`config.mk`:
```
export PLATFORM = sky130hd
export DESIGN_NAME = barrel_unshifter_seq
export DESIGN_NICKNAME = d
export VERILOG_FILES = /design/src/rtl/shifter_pkg.sv /design/src/rtl/shift_step.sv /design/src/rtl/barrel_unshifter_seq.sv
export SDC_FILE = /design/constraint.sdc
export NUM_CORES = 1
export LEC_CHECK = 0
export BUFFER_PORTS_ARGS = -buffer_cell sky130_fd_sc_hd__buf_2
export CAP_MARGIN = 20
export CORE_MARGIN = 2
export CORE_UTILIZATION = 35
export CTS_CLUSTER_SIZE = 14
export DETAILED_ROUTE_END_ITERATION = 16
export PLACE_DENSITY = 0.66
export SYNTH_ARGS = -nofsm -noshare
export SYNTH_HDL_FRONTEND = slang
export SYNTH_SLANG_ARGS = --single-unit
```
`constraint.sdc`:
```
create_clock -name clk -period 1.4 [get_ports clk]
set_clock_uncertainty 0.05 [all_clocks]
set_input_delay 0.28 -clock clk [delete_from_list [all_inputs] [get_ports clk]]
set_output_delay 0.28 -clock clk [all_outputs]
set_load 0.05 [all_outputs]
```
`src/rtl/shifter_pkg.sv`:
```
// Definitions shared by the forward barrel shifter and its iterative inverse:
// mode encodings and the unshifter state encoding.
package shifter_pkg;

   localparam logic [1:0] MODE_LSL = 2'b00;
   localparam logic [1:0] MODE_LSR = 2'b01;
   localparam logic [1:0] MODE_ROL = 2'b10;
   localparam logic [1:0] MODE_ROR = 2'b11;

   typedef enum logic [1:0] {
      IDLE  = 2'd0,
      SHIFT = 2'd1,
      DONE  = 2'd2
   } state_t;

   function automatic logic is_rotate(input logic [1:0] mode);
      return mode[1];
   endfunction

endpackage

```
`src/rtl/shift_step.sv`:
```
// One-position inverse step. The mode input is the forward mode, and the step
// moves the word in the opposite direction. fill_i feeds the vacated bit.
module shift_step
   import shifter_pkg::*;
#(
   parameter int WIDTH = 4
) (
   input  logic [1:0]       mode_i,
   input  logic [WIDTH-1:0] data_i,
   input  logic             fill_i,
   output logic [WIDTH-1:0] data_o
);

   always_comb begin
      data_o = data_i;
      case (mode_i)
         MODE_LSL: data_o = {fill_i, data_i[WIDTH-1:1]};
         MODE_LSR: data_o = {data_i[WIDTH-2:0], fill_i};
         MODE_ROL: data_o = {data_i[0], data_i[WIDTH-1:1]};
         MODE_ROR: data_o = {data_i[WIDTH-2:0], data_i[WIDTH-1]};
         default:  data_o = data_i;
      endcase
   end

endmodule

```
`src/rtl/barrel_unshifter_seq.sv`:
```
// Iterative inverse of the 4-mode barrel shifter: undoes one bit position per
// clock and reports which output bits are genuinely recoverable.
module barrel_unshifter_seq
   import shifter_pkg::*;
#(
   parameter int WIDTH   = 4,
   parameter int SHIFT_W = $clog2(WIDTH)
) (
   input  logic               clk,
   input  logic               rst_n,
   input  logic               in_valid,
   output logic               in_ready,
   input  logic [WIDTH-1:0]   data_in,
   input  logic [SHIFT_W-1:0] shift,
   input  logic [1:0]         mode,
   output logic               out_valid,
   input  logic               out_ready,
   output logic [WIDTH-1:0]   data_out,
   output logic [WIDTH-1:0]   known_mask
);

   state_t               state_q, state_d;
   logic [WIDTH-1:0]     data_q, data_d;
   logic [WIDTH-1:0]     mask_q, mask_d;
   logic [1:0]           mode_q, mode_d;
   logic [SHIFT_W-1:0]   cnt_q, cnt_d;
   logic [WIDTH-1:0]     step_data, step_mask;

   // Logical inverses zero-fill both data and mask; rotates ignore the fill.
   shift_step #(.WIDTH(WIDTH)) u_step_data (
      .mode_i (mode_q),
      .data_i (data_q),
      .fill_i (1'b0),
      .data_o (step_data)
   );

   shift_step #(.WIDTH(WIDTH)) u_step_mask (
      .mode_i (mode_q),
      .data_i (mask_q),
      .fill_i (1'b0),
      .data_o (step_mask)
   );

   always_ff @(posedge clk or negedge rst_n) begin
      if (!rst_n) begin
         state_q <= IDLE;
         data_q  <= '0;
         mask_q  <= '0;
         mode_q  <= MODE_LSL;
         cnt_q   <= '0;
      end else begin
         state_q <= state_d;
         data_q  <= data_d;
         mask_q  <= mask_d;
         mode_q  <= mode_d;
         cnt_q   <= cnt_d;
      end
   end

   always_comb begin
      state_d   = state_q;
      data_d    = data_q;
      mask_d    = mask_q;
      mode_d    = mode_q;
      cnt_d     = cnt_q;
      in_ready  = 1'b0;
      out_valid = 1'b0;
      case (state_q)
         IDLE: begin
            in_ready = 1'b1;
            if (in_valid) begin
               data_d  = data_in;
               mask_d  = '1;
               mode_d  = mode;
               cnt_d   = shift;
               state_d = (shift != '0) ? SHIFT : DONE;
            end
         end
         SHIFT: begin
            data_d = step_data;
            mask_d = is_rotate(mode_q) ? mask_q : step_mask;
            cnt_d  = cnt_q - SHIFT_W'(1);
            if (cnt_q == SHIFT_W'(1)) begin
               state_d = DONE;
            end
         end
         DONE: begin
            out_valid = 1'b1;
            if (out_ready) begin
               state_d = IDLE;
            end
         end
         default: state_d = IDLE;
      endcase
   end

   assign data_out   = data_q;
   assign known_mask = mask_q;

endmodule

```
======== Word-level counts from Yosys, hierarchy flattened ========
Index checks and enable logic that the tools add are counted.
word-level totals
  flip-flop bits (word level) ............. 14
  bits in latches ......................... 0
  RAM bits ................................ 0
  bits in read-only memories .............. 0
  bits of input ports ..................... 12
  output and inout port bits .............. 10
  word-level logic and storage cells ...... 40
  memories kept ........................... 0
cells by class
  add/sub/neg operators ................... 1
  $mul .................................... 0
  divide/modulo/power cells ............... 0
  magnitude comparators ................... 0
  equal/unequal tests ..................... 10
  shift-type cells ........................ 0
  mux-type cells .......................... 16
  bitwise operators ....................... 0
  reductions and logical operators ........ 8
operators with widths
  kind                 number
  $pmux 4 s4           2
  $pmux 4 s2           2
  $mux 4               3
  $mux 2               5
  $ne 2x2->1 const B   4
  $eq 2x1->1 const B   3
  $eq 2x2->1 const B   3
  $pmux 2 s3           1
  $reduce_and 3->1     2
  $logic_not 2->1      2
  $pmux 2 s2           1
  $reduce_and 2->1     2
  $reduce_bool 2->1    2
  $mux 1               2
  $sub 2x1->2 const B  1

======== Depth between registers and ports, before layout ========
Gate-level depths: netlist of the first run.
  depth after elaboration ................. 4
  gate-level depth with buffers ........... 4
  mapped depth without buffers ............ 4

======== By module ========
A second synthesis of the first run with hierarchy kept.
second synthesis, totals
  cells, all modules ...................... 82
  area total of the unflattened synthesis .. 817.0 um2
by module, submodules not included
  module                times used  cells each  area each (um2)  sequential area each (um2)
  barrel_unshifter_seq  1           66          696.9            350.3
  shift_step            2           8           60.1             0.0

======== Worst setup path before layout of the first run ========
No wires, ideal clock.
  path type ............................... register -> output
  start ................................... register state_q[1]
  end ..................................... output port out_valid
  arrival ................................. 1.176 ns
  data required time ...................... 1.070 ns
  slack ................................... -0.106 ns
  stages on the path, launching flop included .. 4
  buffers on the path ..................... 1
  path through ............................ dfrtp_1 buf_6 inv_1 nor2_1
between the ends
  word-level cells in the longest chain between the ends .. 2
ends and longest elaborated chain
  what                    RTL line                    text
  from (decl)             barrel_unshifter_seq.sv:22  state_t state_q, state_d;
  from (signal assigned)  barrel_unshifter_seq.sv:52  state_q <= state_d;
  $eq 2x2->1              barrel_unshifter_seq.sv:68  case (state_q)
  $mux 1                  barrel_unshifter_seq.sv:68
  to (decl)               barrel_unshifter_seq.sv:16  output logic out_valid,
No other way between the ends.

======== Worst setup path after layout of the first run ========
  start ................................... register state_q[1]
  end ..................................... output port in_ready
between the ends
  word-level cells in the longest chain between the ends .. 2
ends and longest elaborated chain
  what             RTL line                    text
  $logic_not 2->1  barrel_unshifter_seq.sv:68
  $mux 1           barrel_unshifter_seq.sv:68
  to (decl)        barrel_unshifter_seq.sv:12  output logic in_ready,
No other way between the ends.

==> impl_summary.txt, run 1 <==
----------------------------------------------------
[Outcome]
  Result of the run ... finished with violations
  Violated checks ... negative setup slack

[Final layout]
  Commonest cells after routing, fill and taps aside ... 18 x sky130_fd_sc_hd__buf_2, 11 x sky130_fd_sc_hd__dfrtp_1, 11 x sky130_fd_sc_hd__buf_4
  # diodes ... 0
  Footprint of the flip-flops and latches ... 354.1 um^2
  Most common cell after layout, fill and taps aside ... sky130_fd_sc_hd__buf_2
  Total of fill cells in the finished design ... 211
  Net count, final ... 124
  Signed area change from the synthesized netlist to the final layout ... 38.14%
  Area used by multi-input combinational logic ... 450.4 um^2
  Core Util, Final ... 0.5089
  Finished Cell Area ... 1115 um^2
  Share of cells above drive strength 1 ... 0.5091

[Placed design]
  Routability cong. ... 0.7556
  # port buffers ... 21
  Area after DPL ... 989.7 um^2
  Detailed Place HPWL ... 1529 um

[GRT]
  Number of global-route vias before repair ... 748
  Overall global routing resource usage ... 0.1701
  Gr ovfl total ... 0
  Initial antenna violation count ... 0
  Wire length of the first global-routing pass ... 3312 um
  Largest net degree at the start of global routing ... 15

[Floorplanning]
  Count of boundary I/O pins ... 22
  Height of the die ... 52.02 um
  Floorplan core area ... 2191 um^2
  Effective utilization at floorplan ... 0.3684
  Width of the chip ... 52.02 um
  DIE AREA ... 2706 um^2
  Total number of placement rows ... 17

[Timing]
  Number of failing setup endpoints in the final timing report ... 6
  Final hold vios ... 0
  RSZ-0062 raised after global routing ... true
  Headroom to the max-slew limit ... 0.7799
  Setup WS post-layout ... -0.04465 ns
  Slew of the pin with the lowest slew margin ... 0.3301 ns
  Worst hold-check slack ... 0.1633 ns
  Share of the clock period used by the worst path after layout ... 1.032
  Maximum achievable frequency ... 692.2 MHz
  Clock period minus worst slack ... 1.445 ns
  Final Max Tran Viols ... 0

[Job]
  Maximum capacitance violations ... 0

[Clocking]
  Total clock sinks ... 14
  Clock buffers created by TritonCTS ... 3
  H-Tree Level Count ... 1
  Root buffer selected by CTS ... sky130_fd_sc_hd__clkbuf_4
  Clock latency on the worst-skew pair ... 0.30 ns
  Clock transition at the registers of the reported paths ... 0.09 ns
  CTS tree ... done
  Max clock buf depth ... 2

[Hold path]
  Worst hold path depth ... 2
  Class of the tightest hold or removal check ... in2reg

[Routing]
  DR pass1 iterations ... 4
  Final routed DRC violation total ... 0
  Avg WL per Cell ... 15.25 um
  Number of nets with antenna violations after routing ... 0
  Via density ... 5.348
  Routed wire length ... 2104 um
  Detailed Route Iter0 Violations ... 7
  Total number of vias ... 738

[Worst setup path]
  Worst path arrival time ... 1.11 ns
  Critical path endpoint category ... primary output
  Crit path required time ... 1.07 ns
  Crit Path Category ... reg2out
  Worst-path fanout max ... 5
  Length in cells of the worst reg-to-reg path ... 4
  Sort of element at the start of the critical path ... flip-flop

[Synthesis]
  Average size of a mapped cell ... 10.76 um^2
  Area leader, netlist ... sky130_fd_sc_hd__dfrtp_1
  Number of instances in the synthesized netlist ... 75
  FF+latch count, synth ... 14
  Part of the Yosys area used for sequential elements ... 0.4341
  Post-Syn Nets ... 88
  Mapped cell area ... 807.0 um^2
  Ranking of synthesized cells by area ... sky130_fd_sc_hd__dfrtp_1 43%, sky130_fd_sc_hd__mux2_2 5.6%, sky130_fd_sc_hd__mux2i_1 5.0%, sky130_fd_sc_hd__nand2b_4 3.4%, sky130_fd_sc_hd__nor2_1 3.3%
  Synth unique cells ... 34
  Yosys warning total ... 0
  Share of the synthesized area in the top cell type ... 0.4341

[Pwr]
  Net Sw Frac ... 0.4731
  Total power ... 3.090 mW
  Share of power burned in the clock network ... 0.100
  Power density of the placed cells ... 2771 nW/um^2
  Sequential cell fraction of total power ... 0.267
  Worst supply voltage drop on vdd ... 1.429 mV
  Share of power burned in combinational logic ... 0.633
  Lkg Pwr ... 0.5100 nW
  Pint ... 1.628 mW
  Reported net switching power ... 1.462 mW

----------------------------------------------------
## path summary, 6_finish.rpt
kind / end / slack, ns / from
max in group asynchronous: known_mask[3]$_DFFE_PN0P_ / 0.68 / rst_n
max: in_ready / -0.04 / state_q[1]$_DFFE_PN0P_
max reg2reg: known_mask[0]$_DFFE_PN0P_ / -0.01 / state_q[1]$_DFFE_PN0P_
min reg2reg: known_mask[3]$_DFFE_PN0P_ / 0.51 / known_mask[3]$_DFFE_PN0P_
min in group asynchronous: known_mask[0]$_DFFE_PN0P_ / 0.35 / rst_n
min: data_out[1]$_DFFE_PN0P_ / 0.16 / data_in[1]
## critical path, stage by stage (launching register included)
cell and delay [ns]:
sky130_fd_sc_hd__dfrtp_2 0.46, sky130_fd_sc_hd__buf_6 0.14, sky130_fd_sc_hd__nor2_4 0.07, sky130_fd_sc_hd__buf_6 0.16
## Yosys cell counts
cell / number
sky130_fd_sc_hd__o22ai_1: 4
sky130_fd_sc_hd__buf_4: 1
sky130_fd_sc_hd__and3_1: 1
sky130_fd_sc_hd__nor2b_1: 1
sky130_fd_sc_hd__nand4_1: 1
sky130_fd_sc_hd__ha_1: 1
sky130_fd_sc_hd__nand2_1: 5
sky130_fd_sc_hd__nor2_4: 1
sky130_fd_sc_hd__a221oi_1: 1
sky130_fd_sc_hd__mux2_2: 4
sky130_fd_sc_hd__a21oi_1: 4
sky130_fd_sc_hd__nand2b_2: 1
sky130_fd_sc_hd__mux2_4: 1
sky130_fd_sc_hd__a21oi_4: 1
sky130_fd_sc_hd__o211ai_1: 2
sky130_fd_sc_hd__nand2b_4: 2
sky130_fd_sc_hd__a31oi_1: 1
sky130_fd_sc_hd__a22o_1: 1
sky130_fd_sc_hd__mux2i_1: 4
sky130_fd_sc_hd__a211o_1: 1
sky130_fd_sc_hd__buf_6: 1
sky130_fd_sc_hd__nand3b_1: 1
sky130_fd_sc_hd__nand2b_1: 1
sky130_fd_sc_hd__dfrtp_1: 14
sky130_fd_sc_hd__nor2_1: 7
sky130_fd_sc_hd__o22a_1: 1
sky130_fd_sc_hd__o21ai_0: 1
sky130_fd_sc_hd__o32ai_1: 1
sky130_fd_sc_hd__a32oi_1: 1
sky130_fd_sc_hd__mux2_1: 1
sky130_fd_sc_hd__buf_2: 1
sky130_fd_sc_hd__inv_1: 4
sky130_fd_sc_hd__a221o_1: 2
sky130_fd_sc_hd__and2b_2: 1
## power groups by stage
stage,Combinational (mW),Sequential [mW],Clock (mW)
floorplan,1.03,1.03,0
global placement,1.64,0.828,0
detailed placement,1.68,0.842,0
CTS,1.87,0.816,0.315
global route,2.09,0.858,0.327
finish,1.96,0.825,0.309
## layout make-up
type / count / share of cell area
Sequential cell: 14 / 0.3176
Clock buffer: 4 / 0.03255
Multi-Input combinational cell: 54 / 0.4040
Timing Repair Buffer: 34 / 0.2009
Inverter: 4 / 0.01347
Tap cell: 28 / 0.03143
## kinds of logic (layout without fill, tap and decap cells)
logic type / Yosys count / after routing / synth area share
AND/OR/NAND/NOR: 22 / 22 / 0.1659
AO/OA/AOI/OAI: 21 / 21 / 0.1985
flip-flops: 14 / 14 / 0.4341
multiplexers: 10 / 10 / 0.1380
buffers and inverters: 7 / 42 / 0.04805
adder cells (fa/ha/maj): 1 / 1 / 0.01550
## stage by stage
step / setup slack (ns) / cells / setup TNS, ns
3_3_place_gp: 0.06774 / 129 / 0
4_1_cts: -0.04616 / 138 / -0.1310
5_1_grt: -0.06832 / 138 / -0.2867
2_1_floorplan: 0.05306 / 75 / 0
6_report: -0.04465 / 138 / -0.09765
3_5_place_dp: 0.01109 / 129 / 0
## what timing repair did
item                       4_1_cts  5_1_grt
setup buffers                    4        0
cloned                           0        0
hold endpoints to repair        14        0
gates resized for setup          7        8
hold buffers                     1        0
setup endpoints to repair        2        8
## sequential cells by signal, indices dropped and copies added, names as in the netlist
name,flops
mode_q,2
cnt_q,2
state_q,2
known_mask,4
data_out,4
## metal layers
metal | share of wire | GRT usage | wire length [um]
met5 | 0 | 0 | 0
met4 | 0.031 | 0.1184 | 66
met3 | 0.031 | 0.02011 | 66
met2 | 0.52 | 0.2890 | 1084
met1 | 0.42 | 0.1968 | 887
Note: power is estimated with default switching activity, not from simulation.
==> run 2: changes to the inputs <==
ABC_AREA = 1   (was default)
==> run 2 against run 1 <==
  * The run now ends clean
  * Die area grew 2.7%
  * Fmax grew 6.5%
  * Sequential share of layout area grew 0.99 points
  * Via count grew 18%
  * Sequential power grew 3.8%
  * Count of clock-buffer cells in the layout is the same
  * Non-clock buffer count shrank 6
  * Utilization shrank 2.6 points
  * Combinational power shrank 2%
  * Register-to-register slack gained 0.15 ns
  * First-iteration DRC count grew 71%
  * Global-route usage grew 0.10 points
==> impl_summary.txt, run 2 <==
----------------------------------------------------
[Outcome]
  Result of the run ... finished, final reports clean (was finished with violations)

[Timing]
  Maximum achievable frequency ... 737.0 MHz (was 692.2 MHz)
  Worst hold-check slack ... 0.1865 ns (was 0.1633 ns)
  Clock period minus worst slack ... 1.357 ns (was 1.445 ns)
  Slew of the pin with the lowest slew margin ... 0.3343 ns (was 0.3301 ns)
  RSZ-0062 raised after global routing ... true (unchanged)
  Final Max Tran Viols ... 0 (unchanged)
  Setup WS post-layout ... 0.04318 ns (was -0.04465 ns)
  Final hold vios ... 0 (unchanged)
  Headroom to the max-slew limit ... 0.7772 (was 0.7799)
  Total Negative Setup Slacks ... 0 ns (was -0.09765 ns)
  Number of failing setup endpoints in the final timing report ... 0 (was 6)
  Share of the clock period used by the worst path after layout ... 0.9692 (was 1.032)

[Pwr]
  Worst supply voltage drop on vdd ... 1.456 mV (was 1.429 mV)
  Power density of the placed cells ... 2847 nW/um^2 (was 2771 nW/um^2)
  Total power ... 3.068 mW (was 3.090 mW)
  Lkg Pwr ... 0.5956 nW (was 0.5100 nW)

[Floorplanning]
  DIE AREA ... 2779 um^2 (was 2706 um^2)
  Height of the die ... 52.72 um (was 52.02 um)
  Total number of placement rows ... 17 (unchanged)
  Count of boundary I/O pins ... 22 (unchanged)
  Width of the chip ... 52.72 um (was 52.02 um)
  Floorplan core area ... 2233 um^2 (was 2191 um^2)
  Effective utilization at floorplan ... 0.3720 (was 0.3684)

[Clocking]
  Clock buffers created by TritonCTS ... 3 (unchanged)
  Root buffer selected by CTS ... sky130_fd_sc_hd__clkbuf_4 (unchanged)
  H-Tree Level Count ... 1 (unchanged)
  Clock transition at the registers of the reported paths ... 0.09 ns (about the same)
  Clock latency on the worst-skew pair ... 0.28 ns (was 0.30 ns)
  Max clock buf depth ... 2 (unchanged)
  CTS tree ... done (unchanged)
  Total clock sinks ... 14 (unchanged)

[Synthesis]
  Number of synthesized flops with an enable pin ... 0 (unchanged)
  Part of the Yosys area used for sequential elements ... 0.4217 (was 0.4341)
  Yosys warning total ... 0 (unchanged)
  Commonest cells post-synth ... 51 x sky130_fd_sc_hd__nand2_1, 14 x sky130_fd_sc_hd__dfrtp_1, 13 x sky130_fd_sc_hd__nand3_1 (was 14 x sky130_fd_sc_hd__dfrtp_1, 7 x sky130_fd_sc_hd__nor2_1, 5 x sky130_fd_sc_hd__nand2_1)
  Share of synthesized flip-flops with an asynchronous set or reset ... 1.000 (unchanged)
  Mapped cell area ... 830.8 um^2 (was 807.0 um^2)
  Most common flop cell mapped by yosys ... sky130_fd_sc_hd__dfrtp_1 (unchanged)
  Average size of a mapped cell ... 6.754 um^2 (was 10.76 um^2)
  Ranking of synthesized cells by area ... sky130_fd_sc_hd__dfrtp_1 42%, sky130_fd_sc_hd__nand2_1 23%, sky130_fd_sc_hd__nand3_1 7.8%, sky130_fd_sc_hd__nor2_1 5.4%, sky130_fd_sc_hd__inv_1 5.0% (was sky130_fd_sc_hd__dfrtp_1 43%, sky130_fd_sc_hd__mux2_2 5.6%, sky130_fd_sc_hd__mux2i_1 5.0%, sky130_fd_sc_hd__nand2b_4 3.4%, sky130_fd_sc_hd__nor2_1 3.3%)
  Area leader, netlist ... sky130_fd_sc_hd__dfrtp_1 (unchanged)
  Most instantiated library cell after synthesis ... sky130_fd_sc_hd__nand2_1 (was sky130_fd_sc_hd__dfrtp_1)
  Synth unique cells ... 18 (was 34)
  Share of the synthesized area in the top cell type ... 0.4217 (was 0.4341)
  Post-Syn Nets ... 136 (was 88)
  Number of instances in the synthesized netlist ... 123 (was 75)
  FF+latch count, synth ... 14 (unchanged)

[GRT]
  Initial antenna violation count ... 0 (unchanged)
  Overall global routing resource usage ... 0.1711 (was 0.1701)
  Gr ovfl total ... 0 (unchanged)
  Wire length of the first global-routing pass ... 3436 um (was 3312 um)
  Largest net degree at the start of global routing ... 15 (unchanged)
  Number of global-route vias before repair ... 792 (was 748)
  GRT met2 Usage ... 0.2688 (was 0.2890)
  Grt peak-use layer ... met2 (unchanged)
  GR Layer Usage met3 ... 0.05143 (was 0.02011)
  Met1 usage ... 0.2189 (was 0.1968)

[Routing]
  Detailed Route Iter0 Violations ... 12 (was 7)
  DR pass1 iterations ... 4 (unchanged)
  Final routed DRC violation total ... 0 (unchanged)
  Avg WL per Cell ... 11.09 um (was 15.25 um)
  Number of nets with antenna violations after routing ... 0 (unchanged)
  Routed wire length ... 2007 um (was 2104 um)
  Via density ... 4.818 (was 5.348)
  Total number of vias ... 872 (was 738)

[Final layout]
  Signed area change from the synthesized netlist to the final layout ... 29.67% (was 38.14%)
  Total of fill cells in the finished design ... 233 (was 211)
  Net count, final ... 167 (was 124)
  Commonest cells after routing, fill and taps aside ... 50 x sky130_fd_sc_hd__nand2_1, 19 x sky130_fd_sc_hd__buf_2, 13 x sky130_fd_sc_hd__nand3_1 (was 18 x sky130_fd_sc_hd__buf_2, 11 x sky130_fd_sc_hd__dfrtp_1, 11 x sky130_fd_sc_hd__buf_4)
  Footprint of the flip-flops and latches ... 352.8 um^2 (was 354.1 um^2)
  # diodes ... 0 (unchanged)
  Area used by multi-input combinational logic ... 410.4 um^2 (was 450.4 um^2)
  Share of cells above drive strength 1 ... 0.2810 (was 0.5091)
  Core Util, Final ... 0.4824 (was 0.5089)
  Finished Cell Area ... 1077 um^2 (was 1115 um^2)
  Final cell count without fillers ... 181 (was 138)
  Most common cell after layout, fill and taps aside ... sky130_fd_sc_hd__nand2_1 (was sky130_fd_sc_hd__buf_2)

[Worst setup path]
  Length in cells of the worst reg-to-reg path ... 5 (was 4)
  Worst-path fanout max ... 4 (was 5)
  Crit Path Category ... reg2out (unchanged)
  Crit path required time ... 1.07 ns (about the same)
  Series of cell instances along the critical path ... inv_4 -> nor2_2 -> buf_6 (was buf_6 -> nor2_4 -> buf_6)
  Standard cell with the maximum stage delay on the critical path ... sky130_fd_sc_hd__dfrtp_2 (unchanged)
  Critical path endpoint category ... primary output (unchanged)
  Sort of element at the start of the critical path ... flip-flop (unchanged)
  Worst path arrival time ... 1.03 ns (was 1.11 ns)
  Reg-to-reg setup timing slack ... 0.14 ns (was -0.01 ns)
  Delay of the slowest cell on the worst path ... 0.44 ns (was 0.46 ns)
  Reg2Reg Capture Point ... data_out[2]$_DFFE_PN0P_ (was known_mask[0]$_DFFE_PN0P_)
  Crit path launch ... state_q[1]$_DFFE_PN0P_ (unchanged)
  Critical Path End ... out_valid (was in_ready)
  Startpoint of the lowest-slack register-to-register path ... state_q[0]$_DFFE_PN0P_ (was state_q[1]$_DFFE_PN0P_)

[Job]
  Maximum capacitance violations ... 0 (unchanged)

[Placed design]
  DP Cell Count ... 170 (was 129)
  Post-placement setup slack ... 0.04446 ns (was 0.01109 ns)
  Area after DPL ... 964.7 um^2 (was 989.7 um^2)
  # port buffers ... 21 (unchanged)
  Routability cong. ... 0.8653 (was 0.7556)
  Detailed Place HPWL ... 1441 um (was 1529 um)

[Hold path]
  Class of the tightest hold or removal check ... in2reg (unchanged)
  HP Start ... mode[1] (was data_in[1])

----------------------------------------------------
[run 2: cell count changes after synthesis, sizes merged, moves of 3 or more]
cell / previous run / this run
inv: 4 / 15
mux2: 6 / 0
mux2i: 4 / 0
nand2: 5 / 52
nand2b: 4 / 0
nand3: 0 / 13
nor2: 8 / 14
o21ai: 1 / 4
o22ai: 4 / 0
[run 2: routing by layer]
metal  vias to the layer above  routed length [um]
met1                       399                 906
met4                         0                  32
li1                        443                   -
met5                         -                   0
met2                        26                 947
met3                         4                 121
[run 2: how the worst min path moves through the flow]
stage | to | slack (ns) | depth (start not counted)
after detailed placement | data_out[1]$_DFFE_PN0P_ | 0.15 | 1
after CTS | mode_q[1]$_DFFE_PN0P_ | 0.19 | 3
after floorplan | cnt_q[0]$_DFFE_PN0P_ | -0.07 | 0
after global placement | data_out[1]$_DFFE_PN0P_ | 0.15 | 1
final | mode_q[1]$_DFFE_PN0P_ | 0.19 | 3
after global routing | mode_q[1]$_DFFE_PN0P_ | 0.19 | 3
[run 2: cell families after synthesis]
group           after synthesis  synth area share
compound gates                8           0.06175
fa+ha+maj                     1           0.01506
flops                        14            0.4217
buf+inv                      19           0.09036
simple gates                 81            0.4111
[run 2: worst max-delay path: cells and delay by family (launching register included)]
family        cells  cell delay [ns]
buf+inv           2             0.22
simple gates      1             0.09
flops             1             0.44
[run 2: where the power goes]
part,leakage (nW),total [mW],switching [mW],internal [mW]
sequential,0.163,0.856,0.237,0.619
clock,0.0210,0.293,0.134,0.158
combinational,0.412,1.92,1.30,0.619
[run 2: cell type report]
cell class	instances	area share
well taps	28	0.03252
multi-input cells	90	0.3810
repair buffers	28	0.1638
inverters	17	0.06156
flip-flops and latches	14	0.3275
clock buffers	4	0.03368
[run 2: timing repair]
action | in CTS | in global routing
pin swaps | 1 | 1
gates resized for setup | 6 | 2
setup buffers | 3 | 3
setup endpoints to repair | 2 | 6
endpoints found under the hold margin | 14 | 0
hold buffers | 1 | 0
